## src/rtl/prbs31_pkg.sv

```systemverilog
// Shared types and constants for the PRBS31 loopback test controller and its checker.
package prbs31_pkg;

  typedef enum logic [1:0] {
    S_IDLE,
    S_LOAD,
    S_RUN,
    S_DONE
  } state_t;

  localparam logic [30:0] PRBS31_SEED_DEFAULT = 31'h7FFF_FFFF;
  localparam int unsigned PRBS31_LEN          = 31;
  localparam int unsigned TAP_A               = 30;
  localparam int unsigned TAP_B               = 27;

  // x^31 + x^28 + 1: the next bit is the XOR of the bits 31 and 28 positions back.
  function automatic logic prbs31_predict(input logic [30:0] r);
    return r[TAP_A] ^ r[TAP_B];
  endfunction

endpackage

```

## src/rtl/prbs31_test_ctrl_if.sv

```systemverilog
// Generator control and loopback receive signals between the test controller and the PRBS path.
interface prbs31_test_ctrl_if;
  logic        gen_load;
  logic [30:0] gen_seed;
  logic        gen_en;
  logic        rx_bit;
  logic        rx_valid;

  modport master (
    output gen_load,
    output gen_seed,
    output gen_en,
    input  rx_bit,
    input  rx_valid
  );

  modport slave (
    input  gen_load,
    input  gen_seed,
    input  gen_en,
    output rx_bit,
    output rx_valid
  );
endinterface

```

## src/rtl/prbs31_chk.sv

```systemverilog
// Self-synchronising PRBS31 checker: shift register, lock counter and saturating error counter.
module prbs31_chk
  import prbs31_pkg::*;
#(
  parameter int unsigned ERR_W = 16
) (
  input  logic             clk,
  input  logic             rst,
  input  logic             clear,
  input  logic             shift_en,
  input  logic             lock_clr,
  input  logic             rx_bit,
  output logic             lock,
  output logic [ERR_W-1:0] err_count
);

  logic [30:0]      r;
  logic [4:0]       lock_cnt;
  logic [ERR_W-1:0] err_q;
  logic             bit_err;

  assign lock      = (lock_cnt == 5'(PRBS31_LEN));
  assign err_count = err_q;
  // Prediction uses the register before this bit is shifted in.
  assign bit_err   = shift_en && lock && (rx_bit != prbs31_predict(r));

  always_ff @(posedge clk) begin
    if (rst || clear) begin
      r        <= '0;
      lock_cnt <= '0;
      err_q    <= '0;
    end else begin
      if (shift_en) begin
        r <= {r[29:0], rx_bit};
      end
      if (lock_clr) begin
        lock_cnt <= '0;
      end else if (shift_en && !lock) begin
        lock_cnt <= lock_cnt + 5'd1;
      end
      if (bit_err && (err_q != '1)) begin
        err_q <= err_q + ERR_W'(1);
      end
    end
  end

endmodule

```

## src/rtl/prbs31_test_ctrl.sv

```systemverilog
// PRBS31 loopback test controller: run sequencing FSM and bit counter around the checker.
module prbs31_test_ctrl
  import prbs31_pkg::*;
#(
  parameter logic [30:0] SEED  = PRBS31_SEED_DEFAULT,
  parameter int unsigned LEN_W = 16,
  parameter int unsigned ERR_W = 16
) (
  input  logic                      clk,
  input  logic                      rst,
  input  logic                      start,
  input  logic                      abort,
  input  logic [LEN_W-1:0]          run_len,
  prbs31_test_ctrl_if.master        gen_if,
  output logic                      busy,
  output logic                      done,
  output logic                      lock,
  output logic [ERR_W-1:0]          err_count
);

  state_t           state_q, state_d;
  logic [LEN_W-1:0] cnt_q;
  logic             accept;
  logic             aborting;
  logic             gen_load_c;
  logic             gen_en_c;
  logic             busy_c;
  logic             done_c;

  always_comb begin
    state_d    = state_q;
    accept     = 1'b0;
    aborting   = 1'b0;
    gen_load_c = 1'b0;
    gen_en_c   = 1'b0;
    busy_c     = 1'b0;
    done_c     = 1'b0;
    unique case (state_q)
      S_IDLE, S_DONE: begin
        done_c = (state_q == S_DONE);
        if (start) begin
          accept  = 1'b1;
          state_d = S_LOAD;
        end
      end
      S_LOAD: begin
        busy_c     = 1'b1;
        gen_load_c = 1'b1;
        aborting   = abort;
        if (abort) begin
          state_d = S_IDLE;
        end else if (cnt_q != '0) begin
          state_d = S_RUN;
        end else begin
          state_d = S_DONE;
        end
      end
      S_RUN: begin
        busy_c   = 1'b1;
        aborting = abort;
        gen_en_c = !abort;
        // Abort outranks the final-bit transition to DONE.
        if (abort) begin
          state_d = S_IDLE;
        end else if (cnt_q == LEN_W'(1)) begin
          state_d = S_DONE;
        end
      end
      default: state_d = S_IDLE;
    endcase
  end

  always_ff @(posedge clk) begin
    if (rst) begin
      state_q <= S_IDLE;
      cnt_q   <= '0;
    end else begin
      state_q <= state_d;
      if (accept) begin
        cnt_q <= run_len;
      end else if (state_q == S_RUN) begin
        cnt_q <= cnt_q - LEN_W'(1);
      end
    end
  end

  assign gen_if.gen_load = gen_load_c;
  assign gen_if.gen_seed = SEED;
  assign gen_if.gen_en   = gen_en_c;
  assign busy            = busy_c;
  assign done            = done_c;

  prbs31_chk #(
    .ERR_W(ERR_W)
  ) u_chk (
    .clk      (clk),
    .rst      (rst),
    .clear    (accept),
    .shift_en ((state_q == S_RUN) && gen_if.rx_valid && !abort),
    .lock_clr (aborting),
    .rx_bit   (gen_if.rx_bit),
    .lock     (lock),
    .err_count(err_count)
  );

endmodule

```

## src/flat_wrapper.sv

```systemverilog
// flat-port wrapper written by rule: the top's interface ports become plain ports
module prbs31_test_ctrl_flat import prbs31_pkg::*;
#(
  parameter logic [30:0] SEED  = PRBS31_SEED_DEFAULT,
  parameter int unsigned LEN_W = 16,
  parameter int unsigned ERR_W = 16
)
  (clk, rst, start, abort, run_len, busy, done, lock, err_count, gen_if_gen_load, gen_if_gen_seed, gen_if_gen_en, gen_if_rx_bit, gen_if_rx_valid);
  prbs31_test_ctrl_if gen_if_i ();
  input  logic clk;
  input  logic rst;
  input  logic start;
  input  logic abort;
  input  logic [LEN_W-1:0] run_len;
  output logic busy;
  output logic done;
  output logic lock;
  output logic [ERR_W-1:0] err_count;
  output wire logic [$bits(gen_if_i.gen_load)-1:0] gen_if_gen_load;
  output wire logic [$bits(gen_if_i.gen_seed)-1:0] gen_if_gen_seed;
  output wire logic [$bits(gen_if_i.gen_en)-1:0] gen_if_gen_en;
  input wire logic [$bits(gen_if_i.rx_bit)-1:0] gen_if_rx_bit;
  input wire logic [$bits(gen_if_i.rx_valid)-1:0] gen_if_rx_valid;
  assign gen_if_gen_load = gen_if_i.gen_load;
  assign gen_if_gen_seed = gen_if_i.gen_seed;
  assign gen_if_gen_en = gen_if_i.gen_en;
  assign gen_if_i.rx_bit = gen_if_rx_bit;
  assign gen_if_i.rx_valid = gen_if_rx_valid;
  prbs31_test_ctrl #(.SEED(SEED), .LEN_W(LEN_W), .ERR_W(ERR_W)) u_core (.clk(clk), .rst(rst), .start(start), .abort(abort), .run_len(run_len), .gen_if(gen_if_i), .busy(busy), .done(done), .lock(lock), .err_count(err_count));
endmodule
```

## config.mk

```make
export PLATFORM = sky130hd
export DESIGN_NAME = prbs31_test_ctrl_flat
export DESIGN_NICKNAME = d
export VERILOG_FILES = /design/src/rtl/prbs31_pkg.sv /design/src/rtl/prbs31_test_ctrl_if.sv /design/src/rtl/prbs31_chk.sv /design/src/rtl/prbs31_test_ctrl.sv /design/src/flat_wrapper.sv
export SDC_FILE = /design/constraint.sdc
export NUM_CORES = 1
export LEC_CHECK = 0
export CAP_MARGIN = 10
export CELL_PAD_IN_SITES_DETAIL_PLACEMENT = 0
export CELL_PAD_IN_SITES_GLOBAL_PLACEMENT = 1
export CORE_MARGIN = 2
export CORE_UTILIZATION = 40
export DETAILED_ROUTE_END_ITERATION = 10
export PLACE_DENSITY = 0.91
export SLEW_MARGIN = 20
export SYNTH_ARGS = -nofsm -noshare
export SYNTH_HDL_FRONTEND = slang
export SYNTH_SLANG_ARGS = --single-unit
```

## constraint.sdc

```tcl
create_clock -name clk -period 5 [get_ports clk]
set_input_delay 1 -clock clk [delete_from_list [all_inputs] [get_ports clk]]
set_output_delay 1 -clock clk [all_outputs]
set_load 0.01 [all_outputs]
```

Word level (Yosys, flattened, before mapping)

Index checks and enable logic that the tools add are counted.

Bits in writable memories: 0
Logic and storage cells: 49
Input bits: 22
Memory bits (read-only): 0
Output and inout port bits: 52
Latch bits: 0
Register bits: 70
Memories kept: 0

Shift operators: 0
Order comparisons: 0
Equal/unequal tests: 9
Bitwise logic cells: 1
Multipliers: 0
Reduce and logical (&&, ||, !) cells: 16
Add/subtract/negate cells: 3
Multiplexer cells: 15
Divide/modulo/power cells: 0

Operators by type and width:

| operator                | number |
|---|---|
| $mux W16                | 2 |
| $add A16 B1 Y16 const B | 1 |
| $eq A16 B1 Y1 const B   | 1 |
| $ne A16 B16 Y1 const B  | 1 |
| $reduce_bool A16 Y1     | 1 |
| $sub A16 B1 Y16 const B | 1 |
| $mux W1                 | 8 |
| $mux W2                 | 4 |
| $logic_and A1 B1 Y1     | 6 |
| $pmux W2 S3             | 1 |
| $reduce_or A2 Y1        | 3 |
| $add A5 B1 Y5 const B   | 1 |
| $eq A5 B5 Y1 const B    | 1 |
| $eq A2 B2 Y1 const B    | 2 |
| $ne A3 B2 Y1 const B    | 1 |
| $eq A2 B1 Y1 const B    | 1 |
| $logic_not A1 Y1        | 2 |
| $logic_not A2 Y1        | 1 |
| $ne A2 B2 Y1 const B    | 1 |
| $reduce_and A2 Y1       | 1 |
| $reduce_bool A2 Y1      | 1 |
| $logic_or A1 B1 Y1      | 1 |
| $ne A1 B1 Y1            | 1 |
| $xor A1 B1 Y1           | 1 |

Longest topological paths before layout

Gate-level depths: netlist of run 1.

Word-level depth: 6
Gate-level depth with buffers: 8
Gate-level depth less buffers: 7

Hierarchy

From an unflattened synthesis of run 1, not the netlist that was laid out.

Cells, all modules: 386
Area, all modules: 3485.8 um^2

By module, submodules not included:

| module           | cells an instance | sequential area each (um^2) | times used | area an instance (um^2) |
|---|---|---|---|---|
| prbs31_chk       | 226               | 1041.0                      | 1          | 2168.3 |
| prbs31_test_ctrl | 160               | 360.3                       | 1          | 1317.5 |

Worst setup path after synthesis of run 1

No wires, ideal clock.

Path kind: input-to-reg
From: input gen_if_rx_bit
To: register u_core.u_chk.err_q[10] (netlist: u_core.u_chk.err_count[10])
Arrival: 2562 ps
Stages on the path: 5
Library setup time: 70 ps
Path buffers: 1
Required time: 4930 ps
Slack: 2367 ps
Cells stage by stage: xnor3_1 > or4_1 > buf_2 > or4_1 > a21oi_1

Word-level cells in the longest chain between the ends: 3

Ends and longest elaborated chain:

| item                 | line               | RTL |
|---|---|---|
| start, declared      | flat_wrapper.sv:22 | `input wire logic [$bits(gen_if_i.rx_bit)-1:0] gen_if_rx_bit;` |
| $ne A1 B1 Y1         | prbs31_chk.sv:25   | `assign bit_err = shift_en && lock && (rx_bit != prbs31_predict(r));` |
| $logic_and A1 B1 Y1  | prbs31_chk.sv:25   |  |
| $logic_and A1 B1 Y1  | prbs31_chk.sv:41   | `if (bit_err && (err_q != '1)) begin` |
| end signal, assigned | prbs31_chk.sv:42   | `err_q <= err_q + ERR_W'(1);` |
| end, declared        | prbs31_chk.sv:19   | `logic [ERR_W-1:0] err_q;` |

No other way between the ends.
A chain may end at the register's enable or synchronous reset.

Worst setup path after layout of run 1

From: input abort
To: output gen_if_gen_en

Word-level cells in the longest chain between the ends: 2

Ends and longest elaborated chain:

| item             | line                   | RTL |
|---|---|---|
| start, declared  | flat_wrapper.sv:13     | `input logic abort;` |
| $logic_not A1 Y1 | prbs31_test_ctrl.sv:61 | `gen_en_c = !abort;` |
| $mux W1          | prbs31_test_ctrl.sv:38 | `unique case (state_q)` |
| end, declared    | flat_wrapper.sv:21     | `output wire logic [$bits(gen_if_i.gen_en)-1:0] gen_if_gen_en;` |

No other way between the ends.

==> flow_summary.toml, run 1 <==
[status]
status = "complete, no violations"

[routing]
drc = 0
vias = 3096
antenna_left = 0
initialDrtViolationCount = 131
dr.pass1.iters = 5
wl_per_cell_um = 12.8
routed_wl_um = 7410
viasPerCell = 5.36

[grt]
grt_pass1_vias = 2736
antenna_found_initial = 0
track_usage = 0.153
grt_pass1_wl_um = 12200
grt_overflow = 0
grt_max_degree = 36

[logic_synthesis]
ys_warn_count = 0
avgSynthCellArea_um2 = 8.16
synth_top_area_cell = "dfxtp_1"
synth_top_cells_by_area = "dfxtp_1 (40%), nand2_1 (8.6%), buf_4 (6.6%), a21oi_1 (6.6%), or4_1 (3.0%)"
synth_area_um2 = 3510
synth_top_family_by_area = "simple AND/OR/NAND/NOR gates"
ys_seq_area_frac = 0.400
yosys.area_share.xor_xnor = 0.0482
synth-simple-area-share = 0.254
ys.flop_type = "dfxtp_1"
async_reset_ff_frac = 0
synthCells = 430
synth_cell_types = 46
synthAdderAreaFrac = 0.0285
synth.ff_latch_count = 70
synth_compound_gate_area_share = 0.169
synth_top_cell_area_share = 0.400
synth_edf_count = 0
muxShareOfSynthArea = 0

[timing]
slew_violations = 0
rsz0062_at_grt = "no"
max-slew-margin-rel = 0.499
fmax_ghz = 0.289
finalWorstSetupSlack_ps = 1540
fin_skew_ps = 11.8
fin_hold_ws_ps = 443
setup_viol = 0
period_minus_slack_ps = 3460
worst_slew_pin_slew_ps = 741
tns_ps = 0
fin_crit_sh = 0.692
hold_violations = 0

[die]
start_util = 0.408
rows = 34
die_area_um2 = 9530
ioPinCount = 74
coreArea_um2 = 8590
die_h_um = 97.6
die_w_um = 97.6

[worst_hold_path]
hold_path_class = "reg2reg"

[placed_design]
dpl_worst_slack_ps = 1560
dp_cells = 562
gp_congestion = 0.787
portBuffers = 42
hpwl_um = 5070

[final_layout]
fin_cells = 578
nets = 495
diodes = 0
area_growth_pct = 16.4
drive_gt1_frac = 0.0511

[clock_network]
cts_resized = 0
clk_path_buf_depth = 2
clk_pin_slew_ps = 80
post-cts-setup-buffer-count = 0
cts_buffers = 9
cts_tree = "built"
clock_latency_ps = 340
cts_max_level = 3
cts_hold_buf = 0
root_buffer = "clkbuf_8"
cts.sinks = 70

[setup_path]
required_ps = 4000
arrival_ps = 2460
cp_max_fo = 8
end_kind = "output port"
startpoint_type = "input pin"
worstSetupPathType = "in2out"

[flow_run]
maxCapViolations = 0

[power_and_ir_drop]
leakagePower_nw = 1.36
ir_worst_vdd_v = 0.000143
power_density_nw_per_um2 = 277
fin_total_pwr_mw = 1.13
-- metrics by stage --
| step | cell area (µm²) | util |
|---|---|---|
| after CTS | 4080 | 0.475 |
| after global routing | 4080 | 0.475 |
| final | 4080 | 0.475 |
| after floorplan | 3620 | - |
| after global placement | 3890 | 0.453 |
| after detailed placement | 3890 | 0.453 |
-- routing by layer --
layer,vias to the layer above,track usage,share of wire
li1,1557,-,-
met1,1437,0.193,0.46
met2,94,0.255,0.48
met3,8,0.0374,0.052
met4,0,0.0513,0.011
met5,-,0,0
-- cells by family (layout without fill, tap and decap cells) --
family,after synthesis,count (layout)
AO/OA/AOI/OAI,97,97
XOR/XNOR,16,16
buffers and inverters,61,71
AND/OR/NAND/NOR,177,177
other,1,31
adder cells (fa/ha/maj),8,8
flip-flops,70,70
-- cell usage in the layout (no fill, tap or decap), drive strengths merged, types with 8 or more instances in the layout --
cell / Yosys / final
nand2: 80 / 80
dfxtp: 70 / 70
a21oi: 46 / 46
clkdlybuf4s50: 0 / 42
conb: 1 / 31
nor2: 24 / 24
or4: 14 / 14
a211oi: 13 / 13
nand4: 11 / 11
o21ai: 11 / 11
clkbuf: 17 / 10
inv: 8 / 10
xor2: 8 / 8
nand3: 8 / 8
ha: 8 / 8
-- power breakdown --
| part | internal, mW | switching (mW) | total, mW |
|---|---|---|---|
| combinational | 0.0517 | 0.0763 | 0.128 |
| clock | 0.196 | 0.220 | 0.416 |
| sequential | 0.572 | 0.0171 | 0.589 |
-- worst max-delay path, cell delays in order --
cell	delay (ps)
clkdlybuf4s50_1	530
nand2b_1	240
inv_1	140
clkdlybuf4s50_1	550
-- final cells by class --
class | count | area [µm²]
inverters | 8 | 30.0
clock inverters | 6 | 45.0
clock buffers | 10 | 138
multi-input cells | 329 | 1880
fillers | 867 | 4510
repair buffers | 47 | 458
flip-flops and latches | 70 | 1400
well taps | 108 | 135
-- sequential cells by signal, summed over array words and instances (netlist names) --
signal	flops
u_core.u_chk.lock_cnt	5
u_core.cnt_q	16
u_core.u_chk.err_count	16
u_core.state_q	2
u_core.u_chk.r	31
-- worst paths after layout --
| path | startpoint | end | slack (ps) | cells after the start |
|---|---|---|---|---|
| min reg2reg | u_core.u_chk.r[17] | u_core.u_chk.r[18] | 440 | 2 |
| max | abort | gen_if_gen_en | 1540 | 4 |
| min | u_core.u_chk.r[17] | u_core.u_chk.r[18] | 440 | 2 |
| max reg2reg | u_core.u_chk.lock_cnt[0] | u_core.u_chk.err_count[13] | 2180 | 7 |
-- Yosys cell counts, types with 2 or more instances --
cell and n:
o21ai_0 10, ha_1 8, a21o_1 2, xnor2_1 6, o31ai_1 7, nand4_1 11
nor3_1 7, and4_1 2, nand2b_1 2, nor4b_1 3, nand2_1 80, buf_4 31
clkbuf_1 17, nor4_1 6, nand3_1 8, a31oi_1 3, a311oi_1 5, buf_2 2
dfxtp_1 70, nand4b_1 4, or4_1 14, a21oi_1 46, and3_1 2, o211ai_1 4
or3_1 7, nor2_1 24, nor4bb_1 2, inv_1 8, xor2_1 8, a211oi_1 13
buf_1 3
Note: power is estimated with default switching activity, not from simulation.
==> run 2, diff against run 1 <==
CORE_UTILIZATION = 37   (was 40)
PLACE_DENSITY = 0.86   (was 0.91)
clock period = 3.2 ns   (was 5 ns; I/O delays follow)
==> flow_summary.toml, run 2 (synthesized netlist as in run 1, its figures left out) <==
[setup_path]
required_ps = 2560
path_common_cell = "clkdlybuf4s50_1"
cp_max_fo = 7
path_delay_family = "buffers and inverters"
critPathMaxStageDelay_ps = 570
end_kind = "output port"
path_cells = "clkdlybuf4s50_1 > buf_4 > nand2b_1 > inv_1 > clkdlybuf4s50_1"
r2r-start = "u_core.u_chk.lock_cnt[0]"
rrSetupSlack_ps = 480
worst-path-stages = 5
worstSetupPathType = "in2out"
r2r_end = "u_core.u_chk.err_count[9]"
worstRegToRegCells = 7
arrival_ps = 2080
crit_slowest_cell = "clkdlybuf4s50_1"
startpoint_type = "input pin"
critPathBufInv = 4

[grt]
grt_pass1_vias = 2696
grt_overflow = 0
grt_pass1_wl_um = 12700
track_usage = 0.154
grt_max_degree = 41
antenna_found_initial = 0

[clock_network]
cts_resized = 0
post-cts-setup-buffer-count = 0
cts_tree = "built"
cts_hold_buf = 0
clk_pin_slew_ps = 80
cts_buffers = 9
clock_latency_ps = 350
cts_max_level = 3
cts.sinks = 70
clk_path_buf_depth = 2
root_buffer = "clkbuf_8"

[placed_design]
dp_cells = 586
place_area_um2 = 3940
gp_congestion = 0.771
hpwl_um = 5220
portBuffers = 42
dpl_worst_slack_ps = 242

[final_layout]
drive_gt1_frac = 0.0550
nets = 498
mostFrequentLayoutCells = "nand2_1 (80), dfxtp_1 (70), a21oi_1 (46)"
area_growth_pct = 18.3
largest_register = "u_core.u_chk.r"
final_area_um2 = 4150
final_common_cell = "nand2_1"
largest_reg_flops = 31
final_core_util = 0.449
n_fill_cell = 924
fin_cells = 602
diodes = 0

[timing]
fin_crit_sh = 0.850
fmax_ghz = 0.367
finalWorstSetupSlack_ps = 479
setup_viol = 0
max-slew-margin-rel = 0.454
fin_hold_ws_ps = 444
worst_slew_pin_slew_ps = 808
rsz0062_at_grt = "no"
period_minus_slack_ps = 2720
slew_violations = 0
tns_ps = 0
hold_violations = 0
fin_skew_ps = 7.68

[routing]
vias = 3064
wl_per_cell_um = 12.6
antenna_left = 0
routed_wl_um = 7610
dr.pass1.iters = 4
initialDrtViolationCount = 144
viasPerCell = 5.09
drc = 0

[power_and_ir_drop]
p_sw_uw = 508
power_density_nw_per_um2 = 446
fin_total_pwr_mw = 1.85
pwr-share-clk = 0.394
p_sw_frac = 0.275
p_comb_frac = 0.109
power.internal_mw = 1.34
p_seq_frac = 0.497
ir_worst_vdd_v = 0.000159
leakagePower_nw = 1.39

[die]
coreArea_um2 = 9240
rows = 35
start_util = 0.380
die_w_um = 101
die_h_um = 101
ioPinCount = 74
die_area_um2 = 10300

[worst_hold_path]
hold_path_class = "reg2reg"
min_path_cells = 2
hp-start = "u_core.u_chk.r[15]"
hold_end = "u_core.u_chk.r[16]"

[status]
status = "complete, no violations"

[flow_run]
maxCapViolations = 0
==> run 2: cell types whose count changed in the layout (fill, tap and decap cells not counted) <==
cell / change
nor4_2: -1
bufinv_16: +1
buf_4: +3
clkinv_4: +2
clkinv_2: -1
clkbuf_8: -1
clkinvlp_4: -1
nor4_1: +1
==> run 2: area by class of cell <==
class                      instances  area (µm²)  area share
inverter                           8        30.0     0.00724
tap                              129         161      0.0389
clock inverter                     7        80.1      0.0193
sequential                        70        1400       0.338
timing repair buffer              50         480       0.116
multi-input combinational        329        1870       0.451
clock buffer                       9         124      0.0299
==> run 2: worst min-delay path, stage by stage (launching register included) <==
cell,delay (ps)
dfxtp_1,310
nand2_1,50
a21oi_1,50
==> run 2: power by group through the flow <==
stage,clock (mW),combinational (mW),sequential [mW]
6_report,0.730,0.202,0.919
2_1_floorplan,0,0.162,0.934
3_3_place_gp,0,0.197,0.938
3_5_place_dp,0,0.199,0.940
5_1_grt,0.783,0.225,0.924
4_1_cts,0.751,0.201,0.919
==> run 2: worst max-delay path by stage <==
stage,end,slack [ps],from
2_1_floorplan,u_core.u_chk.err_count[13],720,u_core.u_chk.lock_cnt[0]
3_3_place_gp,u_core.u_chk.err_count[9],270,gen_if_rx_bit
3_5_place_dp,u_core.u_chk.err_count[13],240,gen_if_rx_bit
4_1_cts,gen_if_gen_en,470,abort
5_1_grt,u_core.u_chk.err_count[9],230,u_core.u_chk.lock_cnt[0]
6_report,gen_if_gen_en,480,abort
==> run 2: metal layers <==
layer,wire length [µm],share of wire,track usage
met1,3620,0.48,0.203
met2,3510,0.46,0.245
met3,372,0.049,0.0331
met4,100,0.013,0.0655
met5,0,0,0
==> run 3, diff against run 2 <==
ABC_AREA = 1   (was unset)
CORE_UTILIZATION = 33   (was 37)
PLACE_DENSITY = 0.83   (was 0.86)
clock period = 2.5 ns   (was 3.2 ns; I/O delays follow)
==> flow_summary.toml, run 3 <==
[routing]
dr_wl_met2_um = 3950
initialDrtViolationCount = 255
highest_layer = "met4"
dr.pass1.iters = 4
routed_wl_um = 8480
antenna_left = 0
wl_met1_um = 4080
route.met3.wl_um = 291
drc = 0
viasPerCell = 4.58
wl_per_cell_um = 11.1
vias = 3500

[grt]
track_usage = 0.138
antenna_found_initial = 0
grt_overflow = 0
grt_pass1_vias = 3236
grt_max_degree = 33
grt_pass1_wl_um = 14400

[final_layout]
nets = 650
n_fill_cell = 1220
mostFrequentLayoutCells = "nand2_1 (150), nor2_1 (104), dfxtp_1 (70)"
area_growth_pct = 18.6
final_common_cell = "nand2_1"
largest_register = "u_core.u_chk.r"
diodes = 0
seq_area_um2 = 1400
multi_input_area_um2 = 2060
largest_reg_flops = 31
drive_gt1_frac = 0.0611

[power_and_ir_drop]
ir_worst_vdd_v = 0.000296
fin_total_pwr_mw = 2.96
power_density_nw_per_um2 = 645
leakagePower_nw = 1.92

[clock_network]
cts_resized = 0
cts_max_level = 3
clk_path_buf_depth = 2
post-cts-setup-buffer-count = 0
clk_pin_slew_ps = 50
cts.sinks = 70
cts_tree = "built"
cts_hold_buf = 0
clock_latency_ps = 320
root_buffer = "clkbuf_16"
cts_buffers = 9

[timing]
fin_skew_ps = 5.63
setup_viol = 0
rsz0062_at_grt = "no"
hold_violations = 0
worst_slew_pin_slew_ps = 603
fin_crit_sh = 0.909
tns_ps = 0
fmax_ghz = 0.440
slew_violations = 0
max-slew-margin-rel = 0.597
period_minus_slack_ps = 2270

[setup_path]
critPathMaxStageDelay_ps = 550
cp_max_fo = 4
arrival_ps = 1770
worstSetupPathType = "reg2out"
path_common_cell = "ha_1"
crit_slowest_cell = "clkdlybuf4s50_1"
path_delay_family = "buffers and inverters"
end_kind = "output port"
startpoint_type = "flip-flop"
path_cells = "ha_1 > inv_1 > nor2_1 > ha_1 > clkdlybuf4s50_1"
required_ps = 2000
critPathBufInv = 2

[die]
start_util = 0.339
ioPinCount = 74
die_h_um = 112
die_w_um = 112
rows = 39
coreArea_um2 = 11400
die_area_um2 = 12600

[logic_synthesis]
synthCells = 578
synth_cell_types = 35
ys_top_cells_by_count = "nand2_1 (150), nor2_1 (104), dfxtp_1 (70)"
synth_area_um2 = 3880
ys.flop_type = "dfxtp_1"
synth_edf_count = 0
synth.most_common_cell = "nand2_1"
synth_top_area_cell = "dfxtp_1"
ys_seq_area_frac = 0.362
async_reset_ff_frac = 0
synth_top_cells_by_area = "dfxtp_1 (36%), nand2_1 (15%), nor2_1 (10%), buf_4 (6.2%), o21ai_0 (5.3%)"
ys_warn_count = 0
avgSynthCellArea_um2 = 6.71
synth_top_cell_area_share = 0.362
synth.ff_latch_count = 70

[placed_design]
portBuffers = 42
gp_congestion = 0.843
hpwl_um = 6090

[flow_run]
maxCapViolations = 0

[worst_hold_path]
hold_path_class = "reg2reg"

[status]
status = "complete, no violations"
## run 3: layout make-up
type	instances	area share
sequential	70	0.305
multi-input combinational	437	0.449
timing repair buffer	49	0.103
inverter	53	0.0444
clock inverter	2	0.00762
tap	143	0.0389
clock buffer	11	0.0528
## run 3: worst min-delay path: stages, from the launching register on
cell and delay (ps):
dfxtp_1 320, nor2_1 40, nor2_1 80
## run 3: kinds of logic after synthesis
| logic type | after synthesis | synth area share |
|---|---|---|
| AOI/OAI and AO/OA | 81 | 0.114 |
| and+or+nand+nor | 307 | 0.340 |
| other | 1 | 0.000967 |
| adders and majority gates | 8 | 0.0258 |
| buffers and inverters | 101 | 0.136 |
| DFF | 70 | 0.362 |
| xor gates and xnor gates | 10 | 0.0226 |
## run 3: per-stage QoR
stage / utilization / std cells / area, µm² / setup slack, ps / hold slack [ps]
after floorplan: - / 608 / 3990 / 776 / 443
after global placement: 0.378 / 752 / 4320 / 333 / 456
after detailed placement: 0.378 / 752 / 4320 / 319 / 467
after CTS: 0.403 / 765 / 4600 / 193 / 479
after global routing: 0.403 / 765 / 4600 / 143 / 502
final: 0.403 / 765 / 4600 / 227 / 473
## run 3: report_power, final
group | leakage, nW | internal [mW] | switching, mW
Clock | 0.137 | 0.780 | 0.430
Combinational | 1.21 | 0.202 | 0.357
Sequential | 0.566 | 1.16 | 0.0386
## run 3: path summary, 6_finish.rpt
kind,startpoint,to,slack (ps),cells after the start
min,u_core.u_chk.r[23],u_core.u_chk.r[23],470,2
min reg2reg,u_core.u_chk.r[23],u_core.u_chk.r[23],470,2
max,u_core.u_chk.lock_cnt[0],lock,230,5
max reg2reg,u_core.state_q[0],u_core.u_chk.r[27],580,8
## run 3: routing by layer
metal | up-vias | GRT usage
li1 | 1841 | -
met1 | 1584 | 0.177
met2 | 62 | 0.228
met3 | 13 | 0.0216
met4 | 0 | 0.0659
met5 | - | 0
